## config.mk

```make
export PLATFORM = sky130hd
export DESIGN_NAME = trigger_event_arbiter
export DESIGN_NICKNAME = d
export VERILOG_FILES = /design/src/rtl/trigger_event_arbiter.sv
export SDC_FILE = /design/constraint.sdc
export NUM_CORES = 2
export LEC_CHECK = 0
export ABC_AREA = 1
export BUFFER_PORTS_ARGS = -buffer_cell sky130_fd_sc_hd__buf_4
export CORE_UTILIZATION = 60
export DETAILED_ROUTE_END_ITERATION = 12
export GPL_TIMING_DRIVEN = 0
export PLACE_DENSITY_LB_ADDON = 0.3
export SETUP_SLACK_MARGIN = 0.1
export SYNTH_ARGS = -nofsm -noshare
export SYNTH_HDL_FRONTEND = slang
export SYNTH_SLANG_ARGS = --single-unit
```

## constraint.sdc

```tcl
create_clock -name sampling_clk -period 6.55 [get_ports sampling_clk]
set_clock_uncertainty 0.2 [all_clocks]
set_input_delay 0.3275 -clock sampling_clk [delete_from_list [all_inputs] [get_ports sampling_clk]]
set_output_delay 0.3275 -clock sampling_clk [all_outputs]
set_load 0.01 [all_outputs]
```

## src/rtl/trigger_event_arbiter.sv

```systemverilog
// Collects trigger records from NUM_CH decoders into per-channel holding slots,
// arbitrates them round-robin into a FWFT event FIFO, and tracks busy/drops.
module trigger_event_arbiter #(
  parameter  int NUM_CH      = 2,
  parameter  int DEPTH       = 16,
  parameter  int BUSY_THRESH = 12,
  localparam int CH_W        = (NUM_CH > 1) ? $clog2(NUM_CH) : 1,
  localparam int PTR_W       = $clog2(DEPTH),
  localparam int ENT_W       = CH_W + 16 + 64
) (
  input  logic                   sampling_clk,
  input  logic                   reset_n,
  input  logic                   enable,
  input  logic [NUM_CH-1:0]      ch_interrupt,
  input  logic [16*NUM_CH-1:0]   ch_trigger_id,
  input  logic [64*NUM_CH-1:0]   ch_trigger_cycle,
  output logic                   ev_valid,
  input  logic                   ev_ready,
  output logic [CH_W-1:0]        ev_channel,
  output logic [15:0]            ev_trigger_id,
  output logic [63:0]            ev_trigger_cycle,
  output logic [PTR_W:0]         fill_level,
  output logic                   busy,
  output logic [15:0]            dropped_count,
  input  logic                   clear_drops
);

  logic [NUM_CH-1:0] slot_full;
  logic [15:0]       slot_id  [NUM_CH];
  logic [63:0]       slot_cyc [NUM_CH];

  logic [CH_W-1:0]   rr_ptr;
  logic [CH_W-1:0]   cand;
  logic [CH_W-1:0]   grant_ch;
  logic              grant_vld;
  logic [NUM_CH-1:0] grant_oh;
  logic [NUM_CH-1:0] capture;
  logic [NUM_CH-1:0] drop;
  logic [3:0]        drop_n;
  logic [16:0]       drop_sum;

  logic [ENT_W-1:0]  mem [DEPTH];
  logic [ENT_W-1:0]  head;
  logic [PTR_W-1:0]  wr_ptr;
  logic [PTR_W-1:0]  rd_ptr;
  logic              push;
  logic              pop;

  // Grant only when the FIFO had room at cycle start; a same-cycle pop does not count.
  always_comb begin
    grant_vld = 1'b0;
    grant_ch  = '0;
    grant_oh  = '0;
    cand      = '0;
    if (fill_level < (PTR_W+1)'(DEPTH)) begin
      for (int i = 0; i < NUM_CH; i++) begin
        cand = CH_W'((int'(rr_ptr) + i) % NUM_CH);
        if (!grant_vld && slot_full[cand]) begin
          grant_vld = 1'b1;
          grant_ch  = cand;
        end
      end
    end
    if (grant_vld) grant_oh[grant_ch] = 1'b1;
  end

  // A slot being granted this edge can take a new record on the same edge.
  always_comb begin
    capture = '0;
    drop    = '0;
    drop_n  = '0;
    for (int k = 0; k < NUM_CH; k++) begin
      capture[k] = enable && ch_interrupt[k] && (!slot_full[k] || grant_oh[k]);
      drop[k]    = enable && ch_interrupt[k] && slot_full[k] && !grant_oh[k];
      drop_n     = drop_n + {3'b000, drop[k]};
    end
    drop_sum = {1'b0, dropped_count} + {13'b0, drop_n};
  end

  always_ff @(posedge sampling_clk or negedge reset_n) begin
    if (!reset_n) begin
      slot_full <= '0;
      for (int k = 0; k < NUM_CH; k++) begin
        slot_id[k]  <= '0;
        slot_cyc[k] <= '0;
      end
    end else begin
      for (int k = 0; k < NUM_CH; k++) begin
        if (capture[k]) begin
          slot_full[k] <= 1'b1;
          slot_id[k]   <= ch_trigger_id[16*k +: 16];
          slot_cyc[k]  <= ch_trigger_cycle[64*k +: 64];
        end else if (grant_oh[k]) begin
          slot_full[k] <= 1'b0;
        end
      end
    end
  end

  always_ff @(posedge sampling_clk or negedge reset_n) begin
    if (!reset_n) begin
      rr_ptr <= '0;
    end else if (grant_vld) begin
      rr_ptr <= (grant_ch == CH_W'(NUM_CH-1)) ? '0 : grant_ch + 1'b1;
    end
  end

  assign push = grant_vld;
  assign pop  = ev_valid && ev_ready;

  always_ff @(posedge sampling_clk) begin
    if (push) mem[wr_ptr] <= {grant_ch, slot_id[grant_ch], slot_cyc[grant_ch]};
  end

  always_ff @(posedge sampling_clk or negedge reset_n) begin
    if (!reset_n) begin
      wr_ptr     <= '0;
      rd_ptr     <= '0;
      fill_level <= '0;
    end else begin
      if (push) wr_ptr <= wr_ptr + 1'b1;
      if (pop)  rd_ptr <= rd_ptr + 1'b1;
      case ({push, pop})
        2'b10:   fill_level <= fill_level + 1'b1;
        2'b01:   fill_level <= fill_level - 1'b1;
        default: fill_level <= fill_level;
      endcase
    end
  end

  // Data outputs are gated so they read 0 whenever the FIFO is empty.
  assign ev_valid         = (fill_level != '0);
  assign head             = mem[rd_ptr];
  assign ev_channel       = ev_valid ? head[ENT_W-1 -: CH_W] : '0;
  assign ev_trigger_id    = ev_valid ? head[79:64] : '0;
  assign ev_trigger_cycle = ev_valid ? head[63:0]  : '0;

  // busy samples the state left by the previous edge, so it trails its cause by a cycle.
  always_ff @(posedge sampling_clk or negedge reset_n) begin
    if (!reset_n) begin
      busy <= 1'b0;
    end else begin
      busy <= (fill_level >= (PTR_W+1)'(BUSY_THRESH)) || (|slot_full);
    end
  end

  always_ff @(posedge sampling_clk or negedge reset_n) begin
    if (!reset_n) begin
      dropped_count <= '0;
    end else if (clear_drops) begin
      dropped_count <= {12'b0, drop_n};
    end else if (drop_sum[16]) begin
      dropped_count <= 16'hFFFF;
    end else begin
      dropped_count <= drop_sum[15:0];
    end
  end

endmodule

```

==> flow_metrics.tcl <==
set metrics [dict create \
    violations "capacitance limit, slew limit" \
    netlist_area_sq_um 63500 \
    setup_ws_ps 1430 \
    antenna_found_initial 11 \
    ys.warnings.count 0 \
    synth_compound_area_share_pct 1.51 \
    first_pass_iters 7 \
    final_area_sq_um 75000 \
    total_power_w 0.0393 \
    slew_headroom_pct -0.255 \
    synth-xor-area-share_pct 0.179 \
    worst_slew_pin_slew_ps 1500 \
    muxShareOfSynthArea_pct 0 \
    syn_nets 6440 \
    clk_pin_slew_ps 60 \
    setup_violations 0 \
    grt_pass1_wl_microns 290000 \
    finalMaxSlewViolations 10 \
    nFillCells 6735 \
    insertion_delay_ps 770 \
    io_pins 271 \
    multi_input_area_sq_um 15500 \
    drive_gt1_share_pct 9.61 \
    start_util_pct 60.9 \
    grt_max_degree 96 \
    vdd_drop_max_mv 0.465 \
    rrSetupSlack_ps 1710 \
    min_path_type "in -> reg" \
    dp_hpwl_microns 127000 \
    detail_route.iter0.violations 7334 \
    pre_cts_ws_ps 2030 \
    syn_avg_cell_area_sq_um 10.1 \
    powerDensity_nw_per_um2 525 \
    cellLeakagePower_nw 32.6 \
    yosys.area_share.adder_pct 0.300 \
    fin_crit_ps 5120 \
    worstPathRequired_ps 6020 \
    area_growth_pct 18.1 \
    worst-setup-path-type "reg -> out" \
    fin_crit_sh_pct 78.1 \
    synth_top_family_by_area "simple AND/OR/NAND/NOR gates" \
    via_per_inst 5.91 \
    placed_area_sq_um 68400 \
    grt-ovfl-total 0 \
    ant_nets 0 \
    hold_viol 0 \
    start_kind "flop" \
    post_cts_buffers 0 \
    io_buffers 270 \
    worstPathArrival_ps 4590 \
    vias 49700 \
    yosysUniqueCellTypes 30 \
    die_h_microns 327 \
    nNetsFinal 7081 \
    grtUsageTotal_pct 36.9 \
    wl_per_cell_microns 23.7 \
    finalNonFillerCells 8409 \
    row_count 118 \
    ys_seq_area_share_pct 68.9 \
    rsz0062_at_grt "no" \
    clockRootBuffer "clkbuf_16" \
    place_inst 7959 \
    cts_made_buffers 149 \
    status "finished with violations" \
    drv_cap 1 \
    synth.ff_latch_count 1489 \
    post-route-drc-count 0 \
    clock-sinks 1489 \
    gp_congestion 0.887 \
    critPathCaptureType "primary output" \
    routed_wl_microns 199000 \
    die_w_microns 327 \
    clockBufferDepth 3 \
    synth_cells 6259 \
    hold_ws_ps 133 \
    die_area_sq_um 107000 \
    cts_tree "built" \
    core-area_sq_um 104000 \
    regArea_sq_um 43700 \
    crit_fanout 10 \
    first_global_vias 48100 \
    cts_htree_levels 4 \
    postCtsResizedCells 0 \
    timing.fmax_mhz 195 \
    synth-simple-area-share_pct 22.2 \
]
## synth_stat cells (all sizes together)
cell	instances	area, sq um
dfrtp	193	4830
nand3b	1	7.51
nor3	4	20.0
xnor2	2	17.5
fa	2	40.0
buf	168	820
a21oi	91	455
nand4	4	25.0
o22ai	1	6.26
nand3	906	4540
o21ai	94	474
xor2	11	96.3
nor2	36	143
clkbuf	169	634
a31oi	2	12.5
ha	12	150
nand2	2488	9340
inv	777	2920
or2	1	6.26
edfxtp	1296	38900
o21a	1	7.51
## worst max-delay path, stage by stage, from the launching register on
cell	delay, ps
dfrtp_1	360
clkbuf_2	560
inv_2	640
buf_1	1150
nand3_1	210
a21oi_1	650
buf_4	240
## layer usage
layer	GRT usage (%)	part of all wire (%)	vias up
li1	-	-	21600
met1	46.6	34	23400
met2	57.8	46	3874
met3	9.68	14	750
met4	22.1	6.4	8
met5	0	0.024	-
## area by class of cell
type / instances / share of cell area [%]
timing repair buffer: 490 / 6.39
clock inverter: 69 / 0.873
antenna: 6 / 0.0200
tap: 1380 / 2.30
sequential: 1489 / 58.4
buffer: 337 / 1.95
clock buffer: 205 / 5.59
multi-input combinational: 3656 / 20.6
inverter: 777 / 3.89
## per-stage QoR
| stage | util, % | TNS [ps] |
|---|---|---|
| global route | 71.9 | 0 |
| detailed placement | 65.6 | 0 |
| CTS | 71.9 | 0 |
| floorplan | - | 0 |
| finish | 71.9 | 0 |
| global placement | 64.5 | -2720830 |
## repair_timing
| item | in CTS | in global routing |
|---|---|---|
| hold endpoints to repair | 277 | 0 |
| hold buffers | 170 | 0 |
| endpoints found under the setup margin | 0 | 0 |
## power by group
part	leakage, nW	internal, W	switching, W
registers	14.3	0.0141	0.000599
clock network	2.37	0.00492	0.00365
logic	16.0	0.00406	0.0120
total	32.6	0.0231	0.0163
## registers in the layout, indices dropped and copies added (netlist names)
register / flops
mem: 1296
slot_cyc: 128
slot_id: 32
dropped_count: 16
fill_level: 5
rd_ptr: 4
wr_ptr: 4
slot_full: 2
busy: 1
rr_ptr: 1
## layout by cell type, fill, tap and decap left out, types with 2 or more instances in the layout
master	synthesis	final
nor2_1	35	19
nand3_1	905	905
o21ai_0	13	13
inv_6	0	8
dlygate4sd3_1	0	169
ha_1	12	12
buf_12	0	45
clkbuf_2	0	4
buf_6	3	3
a31oi_1	2	2
buf_4	9	278
nand2_1	2487	2487
buf_1	50	50
xnor2_1	2	2
buf_2	106	106
clkinv_2	0	16
dfrtp_1	193	193
fa_1	2	2
clkinv_1	0	30
clkbuf_8	0	12
nor3_1	4	4
a21oi_1	91	91
nand4_1	4	4
edfxtp_1	1296	1296
clkinv_8	0	2
clkbuf_16	0	155
clkbuf_1	169	203
diode_2	0	6
nor2_4	1	17
buf_16	0	6
inv_1	772	772
xor2_1	11	11
inv_2	5	5
bufinv_16	0	11
o21ai_1	80	80
## worst paths after layout
check,to,cells after the start,start
worst max-delay path,ev_trigger_cycle[63],6,rd_ptr[3]$_DFFE_PN0P_
worst min-delay path,slot_cyc[61]$_DFFE_PN0P_,4,ch_trigger_cycle[125]
worst max register to register,slot_cyc[29]$_DFFE_PN0P_,9,slot_full[0]$_DFFE_PN0P_
worst min register to register,slot_cyc[11]$_DFFE_PN0P_,2,slot_cyc[11]$_DFFE_PN0P_
max in group asynchronous,slot_cyc[5]$_DFFE_PN0P_,4,reset_n
min in group asynchronous,slot_cyc[46]$_DFFE_PN0P_,3,reset_n
## cell families (layout without fill, tap and decap cells)
family | Yosys count | in the layout
and+or+nand+nor | 3440 | 3440
other | 0 | 6
AOI/OAI and AO/OA | 189 | 189
adders and majority gates | 14 | 14
buffers and inverters | 1114 | 1878
DFF | 1489 | 1489
xor gates and xnor gates | 13 | 13
Power figures use the tool's default switching activity.
